==> config.mk <==
export PLATFORM = sky130hd
export DESIGN_NAME = column_gen_multi_flat
export DESIGN_NICKNAME = d
export VERILOG_FILES = /design/src/rtl/flappy_pkg.sv /design/src/rtl/column_gen_multi_if.sv /design/src/rtl/gap_lfsr.sv /design/src/rtl/column_gen_multi.sv /design/src/flat_wrapper.sv
export SDC_FILE = /design/constraint.sdc
export NUM_CORES = 1
export LEC_CHECK = 0
export CAP_MARGIN = 20
export CORE_MARGIN = 2
export CORE_UTILIZATION = 56
export CTS_BUF_LIST = sky130_fd_sc_hd__clkbuf_8 sky130_fd_sc_hd__clkbuf_16
export CTS_CLUSTER_DIAMETER = 120
export CTS_CLUSTER_SIZE = 10
export DETAILED_ROUTE_END_ITERATION = 8
export GPL_TIMING_DRIVEN = 0
export PLACE_DENSITY = 0.8
export SYNTH_ARGS = -nofsm -noshare
export SYNTH_HDL_FRONTEND = slang
export SYNTH_SLANG_ARGS = --single-unit
==> constraint.sdc <==
create_clock -name gameClk -period 4.14 [get_ports gameClk]
set_clock_uncertainty 0.15 [all_clocks]
set_input_delay 0.828 -clock gameClk [delete_from_list [all_inputs] [get_ports gameClk]]
set_output_delay 0.828 -clock gameClk [all_outputs]
set_load 0.005 [all_outputs]
==> src/rtl/flappy_pkg.sv <==
// Shared constants, game state encoding and helpers for the scrolling-column game logic.
package flappy_pkg;

  localparam int unsigned SCREEN_WIDTH  = 640;
  localparam int unsigned SCREEN_HEIGHT = 480;
  localparam int unsigned COL_WIDTH     = 40;
  localparam int unsigned BIRD_X        = 160;

  localparam logic [15:0] LFSR_TAPS = 16'hB400;

  typedef enum logic [1:0] {
    IDLE   = 2'd0,
    RUN    = 2'd1,
    FROZEN = 2'd2
  } game_state_e;

  // Four-digit BCD increment, saturating at 9999.
  function automatic logic [15:0] bcd_inc(input logic [15:0] v);
    logic [15:0] r;
    logic        c;
    r = v;
    c = 1'b1;
    if (v != 16'h9999) begin
      for (int unsigned d = 0; d < 4; d++) begin
        if (c) begin
          if (r[d*4 +: 4] == 4'd9) begin
            r[d*4 +: 4] = 4'd0;
          end else begin
            r[d*4 +: 4] = r[d*4 +: 4] + 4'd1;
            c = 1'b0;
          end
        end
      end
    end
    return r;
  endfunction

endpackage

==> src/rtl/column_gen_multi_if.sv <==
// Column geometry bus from the column generator to the renderer/collision logic.
interface column_gen_multi_if #(
  parameter int unsigned NUM_COLS = 4,
  parameter int unsigned X_W      = 11
);
  logic [NUM_COLS*X_W-1:0] col_x;
  logic [NUM_COLS*X_W-1:0] col_y;
  logic [NUM_COLS-1:0]     col_valid;

  modport master (output col_x, output col_y, output col_valid);
  modport slave  (input  col_x, input  col_y, input  col_valid);
endinterface

==> src/rtl/gap_lfsr.sv <==
// 16-bit Galois LFSR (right shift) exposing its low OUT_W bits for gap heights.
module gap_lfsr
  import flappy_pkg::*;
#(
  parameter logic [15:0] SEED  = 16'hACE1,
  parameter int unsigned OUT_W = 8
) (
  input  logic             clk,
  input  logic             rst_n,
  input  logic             en,
  output logic [OUT_W-1:0] value
);

  logic [15:0] lfsr_q, lfsr_d;

  always_comb begin
    lfsr_d = lfsr_q;
    if (en) lfsr_d = {1'b0, lfsr_q[15:1]} ^ (lfsr_q[0] ? LFSR_TAPS : 16'h0000);
  end

  always_ff @(posedge clk or negedge rst_n) begin
    if (!rst_n) lfsr_q <= SEED;
    else        lfsr_q <= lfsr_d;
  end

  assign value = lfsr_q[OUT_W-1:0];

endmodule

==> src/rtl/column_gen_multi.sv <==
// Scrolling column generator: NUM_COLS columns, random gaps, pass detection,
// BCD score, speed ramp and the IDLE/RUN/FROZEN game state machine.
module column_gen_multi
  import flappy_pkg::game_state_e, flappy_pkg::IDLE, flappy_pkg::RUN,
         flappy_pkg::FROZEN, flappy_pkg::bcd_inc;
#(
  parameter int unsigned NUM_COLS       = 4,
  parameter int unsigned X_W            = 11,
  parameter int unsigned SCREEN_WIDTH   = flappy_pkg::SCREEN_WIDTH,
  parameter int unsigned COL_SPACING    = 200,
  parameter int unsigned COL_WIDTH      = flappy_pkg::COL_WIDTH,
  parameter int unsigned BIRD_X         = flappy_pkg::BIRD_X,
  parameter int unsigned GAP_MIN        = 96,
  parameter int unsigned GAP_RANGE_LOG2 = 8,
  parameter int unsigned SPEED_INIT     = 2,
  parameter int unsigned SPEED_MAX      = 6,
  parameter logic [15:0] LFSR_SEED      = 16'hACE1
) (
  input  logic               gameClk,
  input  logic               reset_n,
  input  logic               start,
  input  logic               finished,
  column_gen_multi_if.master cols,
  output logic               pass_pulse,
  output logic [15:0]        score_bcd,
  output logic [3:0]         speed,
  output logic               running
);

  localparam int unsigned   XE    = X_W + 1;
  localparam logic [XE-1:0] SPAN  = XE'(NUM_COLS * COL_SPACING);
  localparam logic [XE-1:0] CW_E  = XE'(COL_WIDTH);
  localparam logic [XE-1:0] BX_E  = XE'(BIRD_X);
  localparam logic [X_W-1:0] Y_MID = X_W'(GAP_MIN + (2 ** (GAP_RANGE_LOG2 - 1)));

  game_state_e                        state_q, state_d;
  logic [NUM_COLS-1:0][X_W-1:0]       col_x_q, col_x_d;
  logic [NUM_COLS-1:0][X_W-1:0]       col_y_q, col_y_d;
  logic [NUM_COLS-1:0]                valid_q, valid_d;
  logic                               pass_q, pass_d;
  logic [15:0]                        score_q, score_d;
  logic [3:0]                         speed_q, speed_d;
  logic [NUM_COLS-1:0]                respawn, pass_vec;
  logic [XE-1:0]                      x, nx, spd;
  logic [GAP_RANGE_LOG2-1:0]          lfsr_low;

  gap_lfsr #(
    .SEED (LFSR_SEED),
    .OUT_W(GAP_RANGE_LOG2)
  ) u_lfsr (
    .clk  (gameClk),
    .rst_n(reset_n),
    .en   (1'b1),
    .value(lfsr_low)
  );

  always_comb begin
    state_d  = state_q;
    col_x_d  = col_x_q;
    col_y_d  = col_y_q;
    valid_d  = valid_q;
    pass_d   = 1'b0;
    score_d  = score_q;
    speed_d  = speed_q;
    respawn  = '0;
    pass_vec = '0;
    x        = '0;
    nx       = '0;
    spd      = XE'(speed_q);
    unique case (state_q)
      IDLE: begin
        if (start) begin
          state_d = RUN;
          valid_d = '1;
        end
      end
      RUN: begin
        if (finished) begin
          state_d = FROZEN;
        end else begin
          for (int unsigned i = 0; i < NUM_COLS; i++) begin
            x = {1'b0, col_x_q[i]};
            if (x < spd) begin
              respawn[i] = 1'b1;
              nx         = x + SPAN - spd;
              col_y_d[i] = X_W'(GAP_MIN) + X_W'(lfsr_low);
            end else begin
              nx = x - spd;
              if ((x + CW_E >= BX_E) && (nx + CW_E < BX_E)) pass_vec[i] = 1'b1;
            end
            col_x_d[i] = nx[X_W-1:0];
          end
          if (|pass_vec) begin
            pass_d  = 1'b1;
            score_d = bcd_inc(score_q);
            // Ones digit wraps only when not saturated at 9999.
            if (score_q[3:0] == 4'd9 && score_q != 16'h9999)
              speed_d = (speed_q >= 4'(SPEED_MAX)) ? 4'(SPEED_MAX) : speed_q + 4'd1;
          end
        end
      end
      FROZEN: begin
        if (start) begin
          state_d = RUN;
          for (int unsigned i = 0; i < NUM_COLS; i++) begin
            col_x_d[i] = X_W'(SCREEN_WIDTH + i * COL_SPACING);
            col_y_d[i] = Y_MID;
          end
          score_d = '0;
          speed_d = 4'(SPEED_INIT);
        end
      end
      default: state_d = IDLE;
    endcase
  end

  always_ff @(posedge gameClk or negedge reset_n) begin
    if (!reset_n) begin
      state_q <= IDLE;
      for (int unsigned i = 0; i < NUM_COLS; i++) begin
        col_x_q[i] <= X_W'(SCREEN_WIDTH + i * COL_SPACING);
        col_y_q[i] <= Y_MID;
      end
      valid_q <= '0;
      pass_q  <= 1'b0;
      score_q <= '0;
      speed_q <= 4'(SPEED_INIT);
    end else begin
      state_q <= state_d;
      col_x_q <= col_x_d;
      col_y_q <= col_y_d;
      valid_q <= valid_d;
      pass_q  <= pass_d;
      score_q <= score_d;
      speed_q <= speed_d;
    end
  end

  // Column spacing must keep respawns and passes to one per tick.
  always_ff @(posedge gameClk) begin
    if (reset_n && state_q == RUN && !finished) begin
      assert ($countones(respawn) <= 1);
      assert ($countones(pass_vec) <= 1);
    end
  end

  assign cols.col_x     = col_x_q;
  assign cols.col_y     = col_y_q;
  assign cols.col_valid = valid_q;
  assign pass_pulse     = pass_q;
  assign score_bcd      = score_q;
  assign speed          = speed_q;
  assign running        = (state_q == RUN);

endmodule

==> src/flat_wrapper.sv <==
// flat-port wrapper written by rule: the top's interface ports become plain ports
module column_gen_multi_flat import flappy_pkg::game_state_e, flappy_pkg::IDLE, flappy_pkg::RUN,
         flappy_pkg::FROZEN, flappy_pkg::bcd_inc;
#(
  parameter int unsigned NUM_COLS       = 4,
  parameter int unsigned X_W            = 11,
  parameter int unsigned SCREEN_WIDTH   = flappy_pkg::SCREEN_WIDTH,
  parameter int unsigned COL_SPACING    = 200,
  parameter int unsigned COL_WIDTH      = flappy_pkg::COL_WIDTH,
  parameter int unsigned BIRD_X         = flappy_pkg::BIRD_X,
  parameter int unsigned GAP_MIN        = 96,
  parameter int unsigned GAP_RANGE_LOG2 = 8,
  parameter int unsigned SPEED_INIT     = 2,
  parameter int unsigned SPEED_MAX      = 6,
  parameter logic [15:0] LFSR_SEED      = 16'hACE1
)
  (gameClk, reset_n, start, finished, pass_pulse, score_bcd, speed, running, cols_col_x, cols_col_y, cols_col_valid);
  column_gen_multi_if #(.NUM_COLS(NUM_COLS), .X_W(X_W)) cols_i ();
  input  logic gameClk;
  input  logic reset_n;
  input  logic start;
  input  logic finished;
  output logic pass_pulse;
  output logic [15:0] score_bcd;
  output logic [3:0] speed;
  output logic running;
  output wire logic [$bits(cols_i.col_x)-1:0] cols_col_x;
  output wire logic [$bits(cols_i.col_y)-1:0] cols_col_y;
  output wire logic [$bits(cols_i.col_valid)-1:0] cols_col_valid;
  assign cols_col_x = cols_i.col_x;
  assign cols_col_y = cols_i.col_y;
  assign cols_col_valid = cols_i.col_valid;
  column_gen_multi #(.NUM_COLS(NUM_COLS), .X_W(X_W), .SCREEN_WIDTH(SCREEN_WIDTH), .COL_SPACING(COL_SPACING), .COL_WIDTH(COL_WIDTH), .BIRD_X(BIRD_X), .GAP_MIN(GAP_MIN), .GAP_RANGE_LOG2(GAP_RANGE_LOG2), .SPEED_INIT(SPEED_INIT), .SPEED_MAX(SPEED_MAX), .LFSR_SEED(LFSR_SEED)) u_core (.gameClk(gameClk), .reset_n(reset_n), .start(start), .finished(finished), .cols(cols_i), .pass_pulse(pass_pulse), .score_bcd(score_bcd), .speed(speed), .running(running));
endmodule
Word-level counts from Yosys, hierarchy flattened

Index checks and enable logic that the tools add are counted.

Bits in registers: 128
Bits of input ports: 4
Output and inout port bits: 114
Word-level logic and storage cells: 171

Add/sub/neg operators: 26
Magnitude comparators: 13
Eq/ne operators: 21
Mux-type cells: 72
Bitwise gates (word level): 1
Reduce and logical (&&, ||, !) cells: 21

Operators with widths:

| cell                   | number |
|---|---|
| $mux 44                | 4 |
| $pmux 44 s2            | 2 |
| $mux 11                | 8 |
| $mux 16                | 5 |
| $add 11x6->12 const B  | 4 |
| $add 12x6->12 const B  | 4 |
| $ge 12x8->1 const B    | 4 |
| $lt 12x8->1 const B    | 4 |
| $mux 4                 | 12 |
| $sub 11x4->12          | 4 |
| $add 11x10->11 const B | 4 |
| $lt 11x4->1            | 4 |
| $sub 11x4->11          | 4 |
| $mux 1                 | 36 |
| $pmux 16 s2            | 1 |
| $ne 2x1->1 const B     | 11 |
| $add 4x1->4 const B    | 5 |
| $reduce_and 6->1       | 3 |
| $eq 4x4->1 const B     | 4 |
| $ne 16x16->1 const B   | 1 |
| $reduce_and 4->1       | 4 |
| $xor 15x16->16         | 1 |
| $reduce_and 5->1       | 2 |
| $add 7x8->9 const A    | 1 |
| other kinds (14)       | 22 |

Longest topological paths before layout

Gate-level depths: netlist (run 1).

Word-level depth: 27
Depth in mapped cells: 15
Mapped depth without buffers: 15

By module

Synthesis (run 1) repeated with hierarchy kept, for this count alone.

Cell total of the unflattened synthesis: 969
Area, all modules: 8769.7 um^2

Modules (own cells, without submodules):

| module           | times used | cells each | area each (um^2) | seq. area each (um^2) |
|---|---|---|---|---|
| column_gen_multi | 1          | 921        | 8054.0           | 2635.0 |
| gap_lfsr         | 1          | 48         | 715.7            | 410.4 |

Worst setup path after synthesis (run 1)

Ideal clock, no wire load.

Path type: register to register
Start: register u_core.speed_q[1], in the netlist u_core.speed[1]
End: register u_core.score_q[1], in the netlist u_core.score_bcd[1]
Setup time: 0.125 ns
Arrival: 3.166 ns
Required time: 3.865 ns
Path slack: 0.699 ns
Stages on the path, launching flop included: 14
Buffers on the path: 0
Clock period less this slack: 3.441 ns
Cells stage by stage: dfstp_2 > inv_1 > ha_1 > inv_1 > fa_1 > and3b_1 > a32oi_1 > nor2_1 > mux2_2 > o2111a_1 > nor3_4 > nand2_4 > nand3_2 > mux2_4

Longest elaborated chain between the ends: 11
Elaborated cells between the ends (all ways): 39
Classes of those cells: add/sub (8); order compare (8); eq/ne (1); mux (16); reduce/logical (6)

Ends and longest elaborated chain:

| item                                | RTL line                | text |
|---|---|---|
| start: declaration                  | column_gen_multi.sv:42  | `logic [3:0] speed_q, speed_d;` |
| start signal: assignment            | column_gen_multi.sv:127 | `speed_q <= 4'(SPEED_INIT);` |
| start signal: assignment            | column_gen_multi.sv:135 | `speed_q <= speed_d;` |
| $sub 11x4->12                       | column_gen_multi.sv:88  | `nx = x - spd;` |
| $add 12x6->12                       | column_gen_multi.sv:89  | `if ((x + CW_E >= BX_E) && (nx + CW_E < BX_E)) pass_vec[i] = 1'b1;` |
| $lt 12x8->1                         | column_gen_multi.sv:89  |  |
| $logic_and 1x1->1                   | column_gen_multi.sv:89  |  |
| $mux 1                              | column_gen_multi.sv:89  |  |
| $mux 1                              | column_gen_multi.sv:83  | `if (x < spd) begin` |
| $mux 1                              | column_gen_multi.sv:78  | `if (finished) begin` |
| $mux 1                              | column_gen_multi.sv:70  | `unique case (state_q)` |
| $reduce_or 4->1 *                   | column_gen_multi.sv:93  | `if (\|pass_vec) begin` |
| $ne 2x1->1 (no source line) *       | --                      |  |
| $reduce_and 5->1 (no source line) * | --                      |  |
| end signal: assignment              | column_gen_multi.sv:134 | `score_q <= score_d;` |
| end: declaration                    | column_gen_multi.sv:41  | `logic [15:0] score_q, score_d;` |

Every way passes the cells marked *; elsewhere a longest branch is shown, timed or not. The select of a mux whose other input is x is not followed.
A chain may end at the register's enable or synchronous reset.

Worst setup path in the final report (run 1)

Ends and elaborated chain as after synthesis.

==> impl_metrics.py, run 1 <==
metrics = {
    "setup_path": {
        "path_delay_family": "simple AND/OR/NAND/NOR gates",
        "ff2ff_path_depth": 14,
        "critPathMaxStageDelay_ns": 0.74,
        "cp_slowest_cell": "dfstp_2",
        "endpoint_kind": "flip-flop",
        "cp-start-kind": "flip-flop",
        "path_class": "flip-flop to flip-flop",
        "path_cells": "inv_1 -> ha_1 -> inv_1 -> fa_1 -> and3b_1 -> a32oi_1 -> nor2_2 -> mux2_2 -> o2111a_1 -> nor3_4 -> buf_12 -> nand2_4 -> nand3_2 -> mux2_4",
        "cp.required_ns": 4.30,
        "rrSetupSlack_ns": 0.21,
        "worst_path_most_repeated_cell": "inv_1",
        "worst-path-stages": 14,
        "crit_fanout": 11,
        "path_buf_inv": 3,
        "crit_arrival_ns": 4.09,
    },
    "timing": {
        "max_freq_mhz": 254,
        "post-route-period-util_pct": 94.9,
        "worst_pin_slew_ns": 0.878,
        "final_max_slew_viol_count": 0,
        "period_minus_slack_ns": 3.93,
        "rsz0062_at_grt": "false",
        "relSlewSlack_pct": 41.0,
        "hold_viol": 0,
        "setup_viol": 0,
    },
    "detailed_routing": {
        "dr.pass1.iters": 7,
        "drt_wl_total_mm": 22.6,
        "vias_per_cell": 5.98,
        "drcViolationCount": 0,
        "routedWlPerCell_microns": 18.2,
        "ant_nets": 0,
        "initialDrtViolationCount": 752,
        "vias": 7409,
    },
    "yosys": {
        "synth_most_common_cell": "nand2_1",
        "synth_common_cells": "nand2_1, o21ai_0, ha_1",
        "post-synth-top-area-fraction_pct": 25.4,
        "synth.avg_cell_area_sq_um": 9.35,
        "synth_area_leaders": "dfrtp_1, ha_1, dfstp_2",
        "muxShareOfSynthArea_pct": 2.53,
        "ys_seq_elements": 120,
        "synth_cells": 905,
        "synth_edf_count": 0,
        "seq_area_frac_synth_pct": 36.0,
        "netlist_area_sq_um": 8460,
        "synth.distinct_cells": 84,
        "synthArstFlopShare_pct": 100,
        "synthAdderAreaFrac_pct": 16.3,
        "synth_xor_area_share_pct": 4.76,
        "synth_compound_area_share_pct": 19.0,
        "synth_top_area_cell": "dfrtp_1",
        "synth_top_family_by_area": "compound AO/OA/AOI/OAI gates",
        "ys_warn_count": 0,
        "synth_flop_cell": "dfrtp_1",
        "synthSimpleGateAreaFrac_pct": 15.6,
    },
    "floorplan": {
        "die_h_microns": 127,
        "rows": 44,
        "core_area_sq_um": 14600,
        "pin_count": 118,
        "start_util_pct": 57.8,
        "die_w_microns": 127,
        "dieArea_sq_um": 16100,
    },
    "placed_design": {
        "gp_congestion": 0.906,
        "place_area_sq_um": 9840,
        "dp_cells": 1206,
        "dpl.hpwl_mm": 16.0,
        "port_buffers": 109,
    },
    "pwr": {
        "switching_share_pct": 42.5,
        "p_comb_share_pct": 55.3,
        "p_leak_uw": 0.00467,
        "power_frac_seq_pct": 25.3,
        "switching_power_uw": 3400,
        "vdd_drop_max_uv": 381,
        "power.internal_uw": 4590,
        "pwr-share-clk_pct": 19.5,
        "powerDensity_nw_per_um2": 763,
    },
    "global_route": {
        "gr-total-overflow": 0,
        "grt_max_degree": 74,
        "grt_pass1_wl_mm": 36.7,
        "grtUsageTotal_pct": 28.5,
        "grt_pass1_vias": 7141,
        "antenna_found_initial": 0,
    },
    "cells_and_area": {
        "final_nets": 1148,
        "n_antenna_cell": 0,
        "postLayoutCellArea_sq_um": 10500,
        "areaGrowthSynthToFinish_pct": 23.9,
        "drive_gt1_share_pct": 12.0,
        "finalNonFillerCells": 1239,
    },
    "clock_tree": {
        "clk_pin_slew_ns": 0.07,
        "cts_buffer_depth": 2,
        "root_buffer": "clkbuf_16",
        "cts_buffers": 17,
        "worstSkewPairLatency_ns": 0.43,
        "cts_tree": "yes",
        "cts_hold_buf": 0,
        "htree_levels": 4,
        "cts.sinks": 120,
    },
    "min_path": {
        "min-delay-path-class": "input pin to async pin",
    },
    "flow_run": {
        "cap_violations": 0,
    },
    "outcome": {
        "status": "completed",
    },
}
cells by family after synthesis:
| logic type | after synthesis |
|---|---|
| and+or+nand+nor | 257 |
| AOI/OAI and AO/OA | 245 |
| DFF | 120 |
| buffers and inverters | 117 |
| adders and majority gates | 102 |
| xor gates and xnor gates | 46 |
| muxes | 17 |
| other | 1 |
power by group through the flow:
| stage | combinational [uW] | clock (uW) | sequential, uW |
|---|---|---|---|
| after floorplan | 2960 | 0 | 1930 |
| after global placement | 4140 | 0 | 2010 |
| after detailed placement | 4280 | 0 | 2020 |
| after CTS | 4350 | 1560 | 2010 |
| after global routing | 4870 | 1620 | 2080 |
| final | 4420 | 1560 | 2020 |
per-stage QoR:
| stage | TNS, ns | utilization [%] | hold slack (ns) | power (uW) | worst slack, ns |
|---|---|---|---|---|---|
| after global routing | 0 | 71.5 | 0.210 | 8570 | 0.0272 |
| after detailed placement | 0 | 67.2 | 0.192 | 6310 | 0.0615 |
| after global placement | -265.19 | 67.0 | 0.185 | 6150 | -2.65 |
| final | 0 | 71.5 | 0.182 | 7990 | 0.211 |
| after CTS | 0 | 71.3 | 0.191 | 7920 | 0.0837 |
| after floorplan | 0 | - | 0.181 | 4890 | 0.699 |
per-layer routing:
| metal | vias up | track usage [%] | part of all wire [%] |
|---|---|---|---|
| met4 | 0 | 10.0 | 2.6 |
| met1 | 3609 | 37.8 | 43 |
| met3 | 55 | 5.61 | 6.3 |
| met2 | 306 | 47.0 | 48 |
| li1 | 3439 | - | - |
| met5 | - | 0 | 0 |
worst paths after layout:
kind	endpoint	start
max reg2reg	u_core.score_bcd[1]	u_core.speed[1]
min reg2reg	u_core.u_lfsr.lfsr_q[11]	u_core.u_lfsr.lfsr_q[12]
min in group gameClk	u_core.u_lfsr.lfsr_q[11]	u_core.u_lfsr.lfsr_q[12]
min	u_core.cols.col_y[13]	reset_n
max	u_core.score_bcd[1]	u_core.speed[1]
max in group asynchronous	u_core.cols.col_x[26]	reset_n
area by class of cell:
cell class	count	area, sq um
clock inverters	15	181
well taps	184	230
inverters	81	304
clock buffers	17	425
repair buffers	111	1140
flip-flops and latches	120	3050
multi-input cells	675	4970
plain buffers	36	181
fillers	1122	4170
what timing repair did:
item,4_1_cts,5_1_grt
gates resized for setup,1,3
setup endpoints to repair,8,28
pin swaps,0,1
buffers inserted,0,1
cells in the final DEF (no fill, tap or decap), drive strengths merged, types with 4 or more instances in the layout:
cell           Yosys  routed
o22ai             18      18
and3               9       9
nor4               9       9
a211oi             5       5
conb               1       8
ha                88      88
fa                14      14
dfstp             34      34
a21oi             48      48
nor2              45      45
nand3b             4       4
xnor2             35      35
dfrtp             86      86
o211ai             5       5
mux2i              6       6
a21o              10      10
a31oi             10      10
inv               81      90
nand2             97      97
nand2b            12      12
clkdlybuf4s50      0     108
a311oi             4       4
buf               18      21
clkbuf            18      35
nor3              20      20
and3b              5       5
o21bai             8       8
mux2              11      11
o41ai              5       5
or3                5       5
xor2              11      11
o21ai             92      92
nand3             20      20
nor2b             10      10
nand4              6       6
flip-flops by register name (all words and copies together) (netlist names):
register               cells
u_core.cols.col_valid      1
u_core.cols.col_x         44
u_core.state_q             2
u_core.speed               4
u_core.u_lfsr.lfsr_q      16
u_core.cols.col_y         36
u_core.pass_pulse          1
u_core.score_bcd          16
(Power assumes the default switching activity.)
==> run 2: changes to the inputs <==
--- a/config.mk
+++ b/config.mk
@@ -12,6 +12,7 @@
 export CTS_CLUSTER_DIAMETER = 120
 export CTS_CLUSTER_SIZE = 10
 export DETAILED_ROUTE_END_ITERATION = 8
+export GPL_ROUTABILITY_DRIVEN = 0
 export GPL_TIMING_DRIVEN = 0
 export PLACE_DENSITY = 0.8
 export SYNTH_ARGS = -nofsm -noshare
==> results of run 2 <==
Same layout as run 1: the final DEF is identical, and so are final timing and power.
